`src/rtl/mem_arbiter_if.sv`:
```
// Bundle of the two requester ports and the shared memory port of mem_arbiter.
// The slave modport is the arbiter's view; master is the requesters/memory side.
interface mem_arbiter_if #(
  parameter int unsigned XLEN = 32
);
  localparam int unsigned MASK_W = 4;

  logic [XLEN-1:0]   m0_addr;
  logic [XLEN-1:0]   m1_addr;
  logic [XLEN-1:0]   m0_wdata;
  logic [XLEN-1:0]   m1_wdata;
  logic [MASK_W-1:0] m0_wmask;
  logic [MASK_W-1:0] m1_wmask;
  logic              m0_rstrb;
  logic              m1_rstrb;
  logic              m0_lock;
  logic              m1_lock;
  logic              m0_ack;
  logic              m1_ack;
  logic [XLEN-1:0]   m0_rdata;
  logic [XLEN-1:0]   m1_rdata;
  logic              m0_rvalid;
  logic              m1_rvalid;

  logic [XLEN-1:0]   mem_addr;
  logic [XLEN-1:0]   mem_wdata;
  logic [MASK_W-1:0] mem_wmask;
  logic              mem_rstrb;
  logic [XLEN-1:0]   mem_rdata;

  modport slave (
    input  m0_addr, m1_addr, m0_wdata, m1_wdata, m0_wmask, m1_wmask,
    input  m0_rstrb, m1_rstrb, m0_lock, m1_lock, mem_rdata,
    output m0_ack, m1_ack, m0_rdata, m1_rdata, m0_rvalid, m1_rvalid,
    output mem_addr, mem_wdata, mem_wmask, mem_rstrb
  );

  modport master (
    output m0_addr, m1_addr, m0_wdata, m1_wdata, m0_wmask, m1_wmask,
    output m0_rstrb, m1_rstrb, m0_lock, m1_lock, mem_rdata,
    input  m0_ack, m1_ack, m0_rdata, m1_rdata, m0_rvalid, m1_rvalid,
    input  mem_addr, mem_wdata, mem_wmask, mem_rstrb
  );
endinterface

```
`src/rtl/mem_arbiter.sv`:
```
// Two-requester arbiter onto a single memory port with a 1-cycle read latency.
// Optional grant locking is compiled in with MEM_ARBITER_LOCK_EN (pure round-robin otherwise).
module mem_arbiter #(
  parameter int unsigned XLEN = 32
) (
  input  logic          clk,
  input  logic          reset,
  mem_arbiter_if.slave  bus
);
  localparam int unsigned MASK_W = 4;

  typedef enum logic [1:0] {
    ARB_IDLE  = 2'd0,
    ARB_LOCK0 = 2'd1,
    ARB_LOCK1 = 2'd2
  } arb_state_e;

  arb_state_e        state_q, state_d;
  logic              last_grant_q, last_grant_d;
  logic              rd_valid_q, rd_valid_d;
  logic              rd_owner_q, rd_owner_d;

  logic              req0_c, req1_c;
  logic              gnt0_c, gnt1_c;
  logic [XLEN-1:0]   addr_c;
  logic [XLEN-1:0]   wdata_c;
  logic [MASK_W-1:0] wmask_c;
  logic              rstrb_c;

  // State register: lock FSM, round-robin pointer and read owner tag.
  always_ff @(posedge clk) begin
    if (reset) begin
      state_q      <= ARB_IDLE;
      last_grant_q <= 1'b1;
      rd_valid_q   <= 1'b0;
      rd_owner_q   <= 1'b0;
    end else begin
      state_q      <= state_d;
      last_grant_q <= last_grant_d;
      rd_valid_q   <= rd_valid_d;
      rd_owner_q   <= rd_owner_d;
    end
  end

  // Grant selection, bookkeeping and next state.
  always_comb begin
    state_d      = state_q;
    last_grant_d = last_grant_q;
    rd_valid_d   = 1'b0;
    rd_owner_d   = rd_owner_q;
    gnt0_c       = 1'b0;
    gnt1_c       = 1'b0;

    req0_c = bus.m0_rstrb | (bus.m0_wmask != MASK_W'(0));
    req1_c = bus.m1_rstrb | (bus.m1_wmask != MASK_W'(0));

    if (!reset) begin
      case (state_q)
        ARB_LOCK0: gnt0_c = req0_c;
        ARB_LOCK1: gnt1_c = req1_c;
        default: begin
          // On conflict the requester that was not granted last wins.
          if (req0_c && req1_c) begin
            gnt0_c = last_grant_q;
            gnt1_c = ~last_grant_q;
          end else begin
            gnt0_c = req0_c;
            gnt1_c = req1_c;
          end
        end
      endcase
    end

    if (gnt0_c) begin
      last_grant_d = 1'b0;
      rd_valid_d   = bus.m0_rstrb;
      rd_owner_d   = 1'b0;
    end else if (gnt1_c) begin
      last_grant_d = 1'b1;
      rd_valid_d   = bus.m1_rstrb;
      rd_owner_d   = 1'b1;
    end

`ifdef MEM_ARBITER_LOCK_EN
    case (state_q)
      ARB_IDLE: begin
        if (gnt0_c && bus.m0_lock) begin
          state_d = ARB_LOCK0;
        end else if (gnt1_c && bus.m1_lock) begin
          state_d = ARB_LOCK1;
        end
      end
      ARB_LOCK0: if (gnt0_c && !bus.m0_lock) state_d = ARB_IDLE;
      ARB_LOCK1: if (gnt1_c && !bus.m1_lock) state_d = ARB_IDLE;
      default:   state_d = ARB_IDLE;
    endcase
`else
    state_d = ARB_IDLE;
`endif
  end

`ifndef MEM_ARBITER_LOCK_EN
  logic unused_lock;
  assign unused_lock = bus.m0_lock ^ bus.m1_lock;
`endif

  // Forward the granted request; drive zeros when nobody is granted.
  always_comb begin
    addr_c  = '0;
    wdata_c = '0;
    wmask_c = '0;
    rstrb_c = 1'b0;
    if (gnt0_c) begin
      addr_c  = bus.m0_addr;
      wdata_c = bus.m0_wdata;
      wmask_c = bus.m0_wmask;
      rstrb_c = bus.m0_rstrb;
    end else if (gnt1_c) begin
      addr_c  = bus.m1_addr;
      wdata_c = bus.m1_wdata;
      wmask_c = bus.m1_wmask;
      rstrb_c = bus.m1_rstrb;
    end
  end

  assign bus.mem_addr  = addr_c;
  assign bus.mem_wdata = wdata_c;
  assign bus.mem_wmask = wmask_c;
  assign bus.mem_rstrb = rstrb_c;

  assign bus.m0_ack = gnt0_c;
  assign bus.m1_ack = gnt1_c;

  // Read data is broadcast; rvalid is qualified by the owner tag and masked in reset.
  assign bus.m0_rdata  = bus.mem_rdata;
  assign bus.m1_rdata  = bus.mem_rdata;
  assign bus.m0_rvalid = ~reset & rd_valid_q & ~rd_owner_q;
  assign bus.m1_rvalid = ~reset & rd_valid_q &  rd_owner_q;
endmodule

```
`src/flat_wrapper.sv`:
```
// flat-port wrapper written by rule: the top's interface ports become plain ports
module mem_arbiter_flat 
#(
  parameter int unsigned XLEN = 32
)
  (clk, reset, bus_m0_addr, bus_m1_addr, bus_m0_wdata, bus_m1_wdata, bus_m0_wmask, bus_m1_wmask, bus_m0_rstrb, bus_m1_rstrb, bus_m0_lock, bus_m1_lock, bus_mem_rdata, bus_m0_ack, bus_m1_ack, bus_m0_rdata, bus_m1_rdata, bus_m0_rvalid, bus_m1_rvalid, bus_mem_addr, bus_mem_wdata, bus_mem_wmask, bus_mem_rstrb);
  mem_arbiter_if #(.XLEN(XLEN)) bus_i ();
  input  logic clk;
  input  logic reset;
  input wire logic [$bits(bus_i.m0_addr)-1:0] bus_m0_addr;
  input wire logic [$bits(bus_i.m1_addr)-1:0] bus_m1_addr;
  input wire logic [$bits(bus_i.m0_wdata)-1:0] bus_m0_wdata;
  input wire logic [$bits(bus_i.m1_wdata)-1:0] bus_m1_wdata;
  input wire logic [$bits(bus_i.m0_wmask)-1:0] bus_m0_wmask;
  input wire logic [$bits(bus_i.m1_wmask)-1:0] bus_m1_wmask;
  input wire logic [$bits(bus_i.m0_rstrb)-1:0] bus_m0_rstrb;
  input wire logic [$bits(bus_i.m1_rstrb)-1:0] bus_m1_rstrb;
  input wire logic [$bits(bus_i.m0_lock)-1:0] bus_m0_lock;
  input wire logic [$bits(bus_i.m1_lock)-1:0] bus_m1_lock;
  input wire logic [$bits(bus_i.mem_rdata)-1:0] bus_mem_rdata;
  output wire logic [$bits(bus_i.m0_ack)-1:0] bus_m0_ack;
  output wire logic [$bits(bus_i.m1_ack)-1:0] bus_m1_ack;
  output wire logic [$bits(bus_i.m0_rdata)-1:0] bus_m0_rdata;
  output wire logic [$bits(bus_i.m1_rdata)-1:0] bus_m1_rdata;
  output wire logic [$bits(bus_i.m0_rvalid)-1:0] bus_m0_rvalid;
  output wire logic [$bits(bus_i.m1_rvalid)-1:0] bus_m1_rvalid;
  output wire logic [$bits(bus_i.mem_addr)-1:0] bus_mem_addr;
  output wire logic [$bits(bus_i.mem_wdata)-1:0] bus_mem_wdata;
  output wire logic [$bits(bus_i.mem_wmask)-1:0] bus_mem_wmask;
  output wire logic [$bits(bus_i.mem_rstrb)-1:0] bus_mem_rstrb;
  assign bus_i.m0_addr = bus_m0_addr;
  assign bus_i.m1_addr = bus_m1_addr;
  assign bus_i.m0_wdata = bus_m0_wdata;
  assign bus_i.m1_wdata = bus_m1_wdata;
  assign bus_i.m0_wmask = bus_m0_wmask;
  assign bus_i.m1_wmask = bus_m1_wmask;
  assign bus_i.m0_rstrb = bus_m0_rstrb;
  assign bus_i.m1_rstrb = bus_m1_rstrb;
  assign bus_i.m0_lock = bus_m0_lock;
  assign bus_i.m1_lock = bus_m1_lock;
  assign bus_i.mem_rdata = bus_mem_rdata;
  assign bus_m0_ack = bus_i.m0_ack;
  assign bus_m1_ack = bus_i.m1_ack;
  assign bus_m0_rdata = bus_i.m0_rdata;
  assign bus_m1_rdata = bus_i.m1_rdata;
  assign bus_m0_rvalid = bus_i.m0_rvalid;
  assign bus_m1_rvalid = bus_i.m1_rvalid;
  assign bus_mem_addr = bus_i.mem_addr;
  assign bus_mem_wdata = bus_i.mem_wdata;
  assign bus_mem_wmask = bus_i.mem_wmask;
  assign bus_mem_rstrb = bus_i.mem_rstrb;
  mem_arbiter #(.XLEN(XLEN)) u_core (.clk(clk), .reset(reset), .bus(bus_i));
endmodule
```
`config.mk`:
```
export PLATFORM = sky130hd
export DESIGN_NAME = mem_arbiter_flat
export DESIGN_NICKNAME = d
export VERILOG_FILES = /design/src/rtl/mem_arbiter_if.sv /design/src/rtl/mem_arbiter.sv /design/src/flat_wrapper.sv
export SDC_FILE = /design/constraint.sdc
export NUM_CORES = 1
export LEC_CHECK = 0
export CORE_AREA = 2 2 122 124
export DETAILED_ROUTE_END_ITERATION = 10
export DIE_AREA = 0 0 124 126
export SETUP_SLACK_MARGIN = 0.15
export SYNTH_ARGS = -nofsm -noshare
export SYNTH_HDL_FRONTEND = slang
export SYNTH_SLANG_ARGS = --single-unit
```
`constraint.sdc`:
```
create_clock -name clk -period 3.81 [get_ports clk]
set_clock_uncertainty 0.2 [all_clocks]
set_input_delay 0.5715 -clock clk [delete_from_list [all_inputs] [get_ports clk]]
set_output_delay 0.5715 -clock clk [all_outputs]
set_load 0.05 [all_outputs]
```
# Word-level counts from Yosys, hierarchy flattened
# Index checks and enable logic that the tools add are counted.
[totals]
ff_bits = 3
word_cells = 30
[classes]
mux = 14
bitwise_logic = 8
reduce_logical = 5
[ops]
columns = ["cell", "n"]
rows = [
  ["32-bit 2-to-1 mux", 4],
  ["1-bit 2-to-1 mux", 8],
  ["4-bit 2-to-1 mux", 2],
  ["4-bit nonzero test", 2],
  ["1-bit AND", 3],
  ["1-bit inverter", 3],
  ["1-bit OR", 2],
  ["2-bit nonzero test", 1],
  ["2-bit OR reduction", 1],
  ["1-bit logical AND", 1],
]

# Logic depth before layout (Yosys ltp)
# Gate-level depths: netlist (run 1).
[depth]
ltp_word = 7
ltp_mapped = 6

# Least setup slack after synthesis (run 1)
# No wires, ideal clock.
[synth_timing]
path_type = "input to output"
from = "input bus_m0_wmask[0]"
to = "output bus_mem_wdata[23]"
arrival_time_ns = 2.833
slack_ns = 0.205
cell_stages = 5
cell_sequence = "or4_4 > o21ai_4 > o21ai_2 > clkbuf_1 > o32ai_1"
[synth_between]
elab_chain_cells = 7
[synth_lines]
columns = ["item", "line", "rtl"]
rows = [
  ["from (decl)", "flat_wrapper.sv:14", "input wire logic [$bits(bus_i.m0_wmask)-1:0] bus_m0_wmask;"],
  ["4-bit nonzero test *", "mem_arbiter.sv:54", "req0_c = bus.m0_rstrb | (bus.m0_wmask != MASK_W'(0));"],
  ["1-bit OR *", "mem_arbiter.sv:54", ""],
  ["1-bit logical AND", "mem_arbiter.sv:63", "if (req0_c && req1_c) begin"],
  ["1-bit 2-to-1 mux", "mem_arbiter.sv:63", ""],
  ["1-bit 2-to-1 mux", "mem_arbiter.sv:57", "if (!reset) begin"],
  ["32-bit 2-to-1 mux", "mem_arbiter.sv:118", "end else if (gnt1_c) begin"],
  ["32-bit 2-to-1 mux *", "mem_arbiter.sv:113", "if (gnt0_c) begin"],
  ["to (decl)", "flat_wrapper.sv:28", "output wire logic [$bits(bus_i.mem_wdata)-1:0] bus_mem_wdata;"],
]
# Mark *: on every way between the ends. The rest lies on a longest branch, timed or not.

# Final worst setup path (run 1)
[layout_timing]
from = "input bus_m0_wmask[0]"
to = "output bus_mem_addr[9]"
[layout_between]
elab_chain_cells = 7
[layout_lines]
columns = ["item", "line", "rtl"]
rows = [
  ["4-bit nonzero test *", "mem_arbiter.sv:54", ""],
  ["1-bit OR *", "mem_arbiter.sv:54", ""],
  ["1-bit logical AND", "mem_arbiter.sv:63", ""],
  ["1-bit 2-to-1 mux", "mem_arbiter.sv:63", ""],
  ["1-bit 2-to-1 mux", "mem_arbiter.sv:57", ""],
  ["32-bit 2-to-1 mux", "mem_arbiter.sv:118", ""],
  ["32-bit 2-to-1 mux *", "mem_arbiter.sv:113", ""],
  ["to (decl)", "flat_wrapper.sv:27", "output wire logic [$bits(bus_i.mem_addr)-1:0] bus_mem_addr;"],
]
# Marked as above.

==> results of run 1 <==
[synthesized netlist by cell type]
cell,instances
nor3b_1,1
inv_1,65
nor3_1,4
nor2_1,8
o21bai_4,1
dfxtp_1,3
buf_2,5
clkbuf_1,17
o32ai_2,40
o32ai_1,24
o21ai_1,1
buf_4,65
o21ai_2,1
buf_6,5
nand2_1,66
o21ai_0,2
or4_4,2
and3_1,1
buf_1,1
o21ai_4,1
a21oi_1,7
[power by group through the flow]
stage / combinational (mW) / sequential (mW) / clock [mW]
3_5_place_dp: 0.887 / 0.0364 / 0
4_1_cts: 0.889 / 0.0360 / 0.170
6_report: 0.881 / 0.0360 / 0.168
2_1_floorplan: 0.602 / 0.0359 / 0
3_3_place_gp: 0.878 / 0.0361 / 0
5_1_grt: 0.920 / 0.0361 / 0.172
[registers in the layout (all words and copies together) (netlist names)]
| name | cells |
|---|---|
| u_core.last_grant_q | 1 |
| u_core.rd_valid_q | 1 |
| u_core.rd_owner_q | 1 |
[routing by layer]
metal	up-vias	wire length, µm	track usage
met2	178	4820	0.208
met1	1213	3200	0.115
met5	-	0	0
met3	33	1140	0.0349
li1	1273	-	-
met4	0	311	0.0443
[through the flow]
stage                     setup slack [ns]  utilization  cells
final                                0.162        0.335    632
after global routing                0.0702        0.335    632
after CTS                            0.162        0.334    632
after detailed placement             0.180        0.329    628
after global placement               0.233        0.329    628
after floorplan                      0.205            -    320
[cells by family (layout without fill, tap and decap cells)]
family,after synthesis,in the layout,synth area share
buf+inv,158,286,0.395
simple gates,82,82,0.150
compound gates,77,77,0.428
flops,3,3,0.0269
[cell type report]
class	instances	area, µm²	share of cell area
clock buffer	4	78.8	0.0164
multi-input combinational	159	1320	0.274
timing repair buffer	217	2870	0.598
tap	184	230	0.0480
inverter	65	244	0.0509
sequential	3	60.1	0.0125
[repair_timing]
item | in CTS | in global routing
gates resized for setup | 0 | 1
endpoints found under the setup margin | 0 | 20
buffers inserted | 0 | 0
[worst paths after layout]
check	start	endpoint	slack, ns	depth (start not counted)
min	u_core.rd_owner_q$_SDFFE_PP0N_	u_core.rd_owner_q$_SDFFE_PP0N_	0.28	2
max	bus_m0_wmask[0]	bus_mem_addr[9]	0.16	7
max reg2reg	u_core.last_grant_q$_SDFFE_PP1P_	u_core.rd_owner_q$_SDFFE_PP0N_	2.38	4
min reg2reg	u_core.rd_owner_q$_SDFFE_PP0N_	u_core.rd_owner_q$_SDFFE_PP0N_	0.28	2
[critical path, delay by kind of cell]
| kind | cells | cell delay, ns |
|---|---|---|
| AOI/OAI and AO/OA | 3 | 0.82 |
| and+or+nand+nor | 1 | 0.60 |
| buffers and inverters | 3 | 0.88 |
==> impl_results.md, run 1 <==
* Seq cells post-synth at 3
* Power share of the combinational group at 0.812
* DRC at 0
* Gr usage total at 0.112
* Die width at 124 µm
* Top post-synthesis cells by area: o32ai_2 29%, buf_4 22%, nand2_1 11%, inv_1 11%, o32ai_1 9.4%
* CTS tree: yes
* HP Class: flip-flop to flip-flop
* Worst Setup End Kind: output port
* CTS sink count at 3
* RSZ-0062 raised after global routing: yes
* Post-Syn Area at between 2000 and 2500 µm²
* I/O pin total at 311
* Initial antenna violation count at 0
* Final setup viols at 0
* Cell Pwr Density at ~230 nW/µm²
* Num CTS Buffers at 3
* Largest net degree at the start of global routing at 66
* Worst-Margin Slew at 0.603 ns
* Final hold slack at between 0.2 and 0.3 ns
* I/O Buffers at 212
* Fmax at 0.274 GHz
* Worst Path Arrival at 2.88 ns
* Post-Route Setup TNS at 0 ns
* Final net count at 623
* Share of the synthesized area in the top cell type at 0.292
* First-pass GRT wire length at 14200 µm
* Minimum clock period at 3.65 ns
* Pins Over Slew Limit at 0
* Bufs on Longest Clock Path at 2
* Int Pwr at 0.603 mW
* Critical path's largest stage delay at 0.60 ns
* Vias at around 2700
* Skew-Pair Late Insertion Delay at around 0.22 ns
* LEAKAGE at 1.98 nW
* Hpwl dp at around 7400 µm
* Placed Area at 4710 µm²
* Switch share at 0.444
* Synthesized area per cell at 6.97 µm²
* CP Max Fanout at 65
* CP cell instances: clkdlybuf4s50_1, or4_4, o21ai_4, o21ai_4, buf_12, o32ai_1, buf_12
* Synthesized instance count at 320
* Vias in the first global route at 2799
* Clk pwr share at 0.155
* Ant diodes at 0
* Drt first pass iters at 4
* GRT overflow at 0
* CTS H-tree lvls at 1
* Slew HR at 0.597
* DIE AREA at about 16000 µm²
* Yosys cell types at 21
* Syn_nets at between 400 and 500
* Antenna viol nets, final at 0
* Share of cells above drive strength 1 at 0.288
* Final Hold Violating Endpoints at 0
* Fillers at 1461
* Slowest CP cell: or4_4
* Max VDD drop at 0.268 mV
* Wire length per cell at 15.0 µm
* Commonest cells after routing, fill and taps aside: 139 x clkdlybuf4s50_1, 71 x buf_12, 66 x nand2_1
* CP Launch Type: input port
* Worst EP required at 3.04 ns
* Max_cap viols at 0
* Net Switching at 0.482 mW
* Layout Area Growth over Synthesis at 115%
* WL final at 9470 µm
* Synth area leader: o32ai_2
* Core area at 14300 µm²
* CTS clk-pin slew, worst paths at 0.03 ns
* Gp weighted congestion at 0.804
* Post-route cell area at approximately 4800 µm²
* Num rows at 44
* First DRT Iteration DRCs at 57
* Syn. warnings at 0
* Die height at 126 µm
* Tot Pwr at 1.08 mW
* Final worst path period share at 0.958
* Commonest non-fill, non-tap cell in the layout: clkdlybuf4s50_1
* Hold Buf Count CTS at 0
* Reg power frac at 0.033
* Root buf cell: clkbuf_16
* Avg Vias per Cell at 4.27
* Register area share after synthesis at 0.0269
* Status: complete, no violations
* Starting Density at 0.156
* Crit Path Category: input port to output port
(Power assumes the default switching activity.)
==> run 2: changes to the inputs <==
- clock period: 3.81 -> 4.38 ns (I/O delays scaled with it)
==> run 2 against run 1 <==
Combinational power shrank 32%. Setup slack improved by 0.19 ns. Cell area is 18% lower. Non-clock buffer count is 1 higher. Sequential share of layout area rose by 0.27 points. Critical path type unchanged. Largest cell class unchanged.
==> impl_results.md, run 2 (synthesis results as in run 1) <==
* Status: complete, no violations
* I/O pin total at approximately 310
* Levels on crit path at 6
* Die width at between 100 and 150 µm
* CTS sink count at 3
* Hold Buf Count CTS at 0
* Ant diodes at 0
* Worst Setup End Kind: output port
* Post-CTS setup buffer count at 0
* Max VDD drop at 0.369 mV
* Vias at ~2700
* Worst EP required at about 3.5 ns
* Worst Path Arrival at 3.17 ns
* Core area at 14300 µm²
* CP cell instances: clkdlybuf4s50_1, or4_4, o21ai_4, o21ai_4, o32ai_1, clkdlybuf4s50_1
* Commonest non-fill, non-tap cell in the layout: clkdlybuf4s50_1
* First DRT Iteration DRCs at 60
* I/O Buffers at 212
* Commonest cells after routing, fill and taps aside: 150 x clkdlybuf4s50_1, 68 x buf_4, 66 x nand2_1
* First-pass GRT wire length at 13500 µm
* Largest net degree at the start of global routing at 45
* Root buf cell: clkbuf_16
* Pins Over Slew Limit at 0
* Antenna viol nets, final at 0
* Avg Vias per Cell at 4.22
* Final net count at ~620
* Wire length per cell at 14.2 µm
* Buffers & Inverters on Critical Path at 2
* Tot Pwr at about 0.78 mW
* DRC at 0
* FF-to-FF End: u_core.rd_owner_q$_SDFFE_PP0N_
* Die height at 126 µm
* CTS tree: yes
* HP Class: flip-flop to flip-flop
* CP Max Fanout at 7
* WL final at approximately 9000 µm
* Minimum clock period at 4.03 ns
* Crit path max-delay family: buffers and inverters
* GRT overflow at 0
* Initial antenna violation count at 0
* Share of cells above drive strength 1 at 0.263
* Post-layout util at 0.275
* RSZ-0062 raised after global routing: no
* Slew HR at 0.619
* Bufs on Longest Clock Path at 2
* Num CTS Buffers at 3
* Place WS at 0.352 ns
* LEAKAGE at 1.71 nW
* Vias in the first global route at 2747
* Starting Density at 0.156
* Final Hold Violating Endpoints at 0
* Crit path to: bus_mem_addr[3]
* Critical path's largest stage delay at between 0.8 and 0.9 ns
* Final setup viols at 0
* DIE AREA at 15600 µm²
* R2R Path Start: u_core.last_grant_q$_SDFFE_PP1P_
* CTS clk-pin slew, worst paths at 0.03 ns
* Slowest CP cell: clkdlybuf4s50_1
* Worst-Margin Slew at 0.572 ns
* Cell Pwr Density at 197 nW/µm²
* Post-Route Setup TNS at 0 ns
* Final worst path period share at 0.919
* Drt first pass iters at 4
* Largest regs: u_core.last_grant_q x1, u_core.rd_owner_q x1, u_core.rd_valid_q x1
* Fmax at 0.248 GHz
* Num rows at 44
* Post-layout worst setup margin at 0.353 ns
* Skew-Pair Late Insertion Delay at roughly 0.22 ns
* Gr usage total at 0.106
* Post-cts sizing count at 0
* Gp weighted congestion at 0.759
* Crit Path Category: input port to output port
* Layout Area Growth over Synthesis at 76.4%
* R2R cell count at 4
* Hpwl dp at 7270 µm
* Final hold slack at 0.276 ns
* CTS H-tree lvls at 1
* Reg2Reg Setup Slack at 2.87 ns
* Worst Setup SP: bus_m0_wmask[0]
* Max_cap viols at 0
* CP Launch Type: input port
run 2: cell count changes in the layout (fill, tap and decap cells not counted):
cell and delta:
buf_12 -71, buf_4 +61, clkdlybuf4s50_1 +11, o32ai_1 +1
o32ai_2 -1
run 2: worst reg2reg max path, cell delays in order (launching register included):
cell and delay (ns):
dfxtp_1 0.38, o21ai_4 0.11, o21ai_4 0.12, buf_4 0.43, a21oi_1 0.13
run 2: worst min-delay path by stage:
stage | start | endpoint | cells after the start
2_1_floorplan | u_core.rd_owner_q$_SDFFE_PP0N_ | u_core.rd_owner_q$_SDFFE_PP0N_ | 2
5_1_grt | u_core.rd_owner_q$_SDFFE_PP0N_ | u_core.rd_owner_q$_SDFFE_PP0N_ | 2
4_1_cts | u_core.rd_owner_q$_SDFFE_PP0N_ | u_core.rd_owner_q$_SDFFE_PP0N_ | 2
3_3_place_gp | u_core.rd_owner_q$_SDFFE_PP0N_ | u_core.rd_owner_q$_SDFFE_PP0N_ | 2
3_5_place_dp | u_core.rd_owner_q$_SDFFE_PP0N_ | u_core.rd_owner_q$_SDFFE_PP0N_ | 2
6_report | u_core.rd_owner_q$_SDFFE_PP0N_ | u_core.rd_owner_q$_SDFFE_PP0N_ | 2
run 2: layout make-up:
cell class	count	area, µm²
Sequential cell	3	60.1
Fill cell	1552	10400
Multi-Input combinational cell	159	1310
Clock buffer	4	78.8
Tap cell	184	230
Inverter	65	244
Timing Repair Buffer	218	2010
run 2: per-stage QoR:
step	std cells	cell area, µm²
global placement	629	3850
detailed placement	629	3850
global route	633	3930
CTS	633	3930
finish	633	3930
floorplan	320	2230
run 2: report_power, final:
group | total [mW] | internal, mW | switching [mW] | leakage (nW)
Combinational | 0.603 | 0.244 | 0.358 | 1.64
Clock | 0.143 | 0.120 | 0.0227 | 0.0382
Sequential | 0.0312 | 0.0296 | 0.00162 | 0.0250
run 2: per-layer routing:
layer  GRT usage  up-vias  share of wire
li1            -     1277              -
met4      0.0291        0          0.024
met2       0.199      151           0.51
met1       0.113     1218           0.36
met3      0.0299       25           0.11
met5           0        -              0
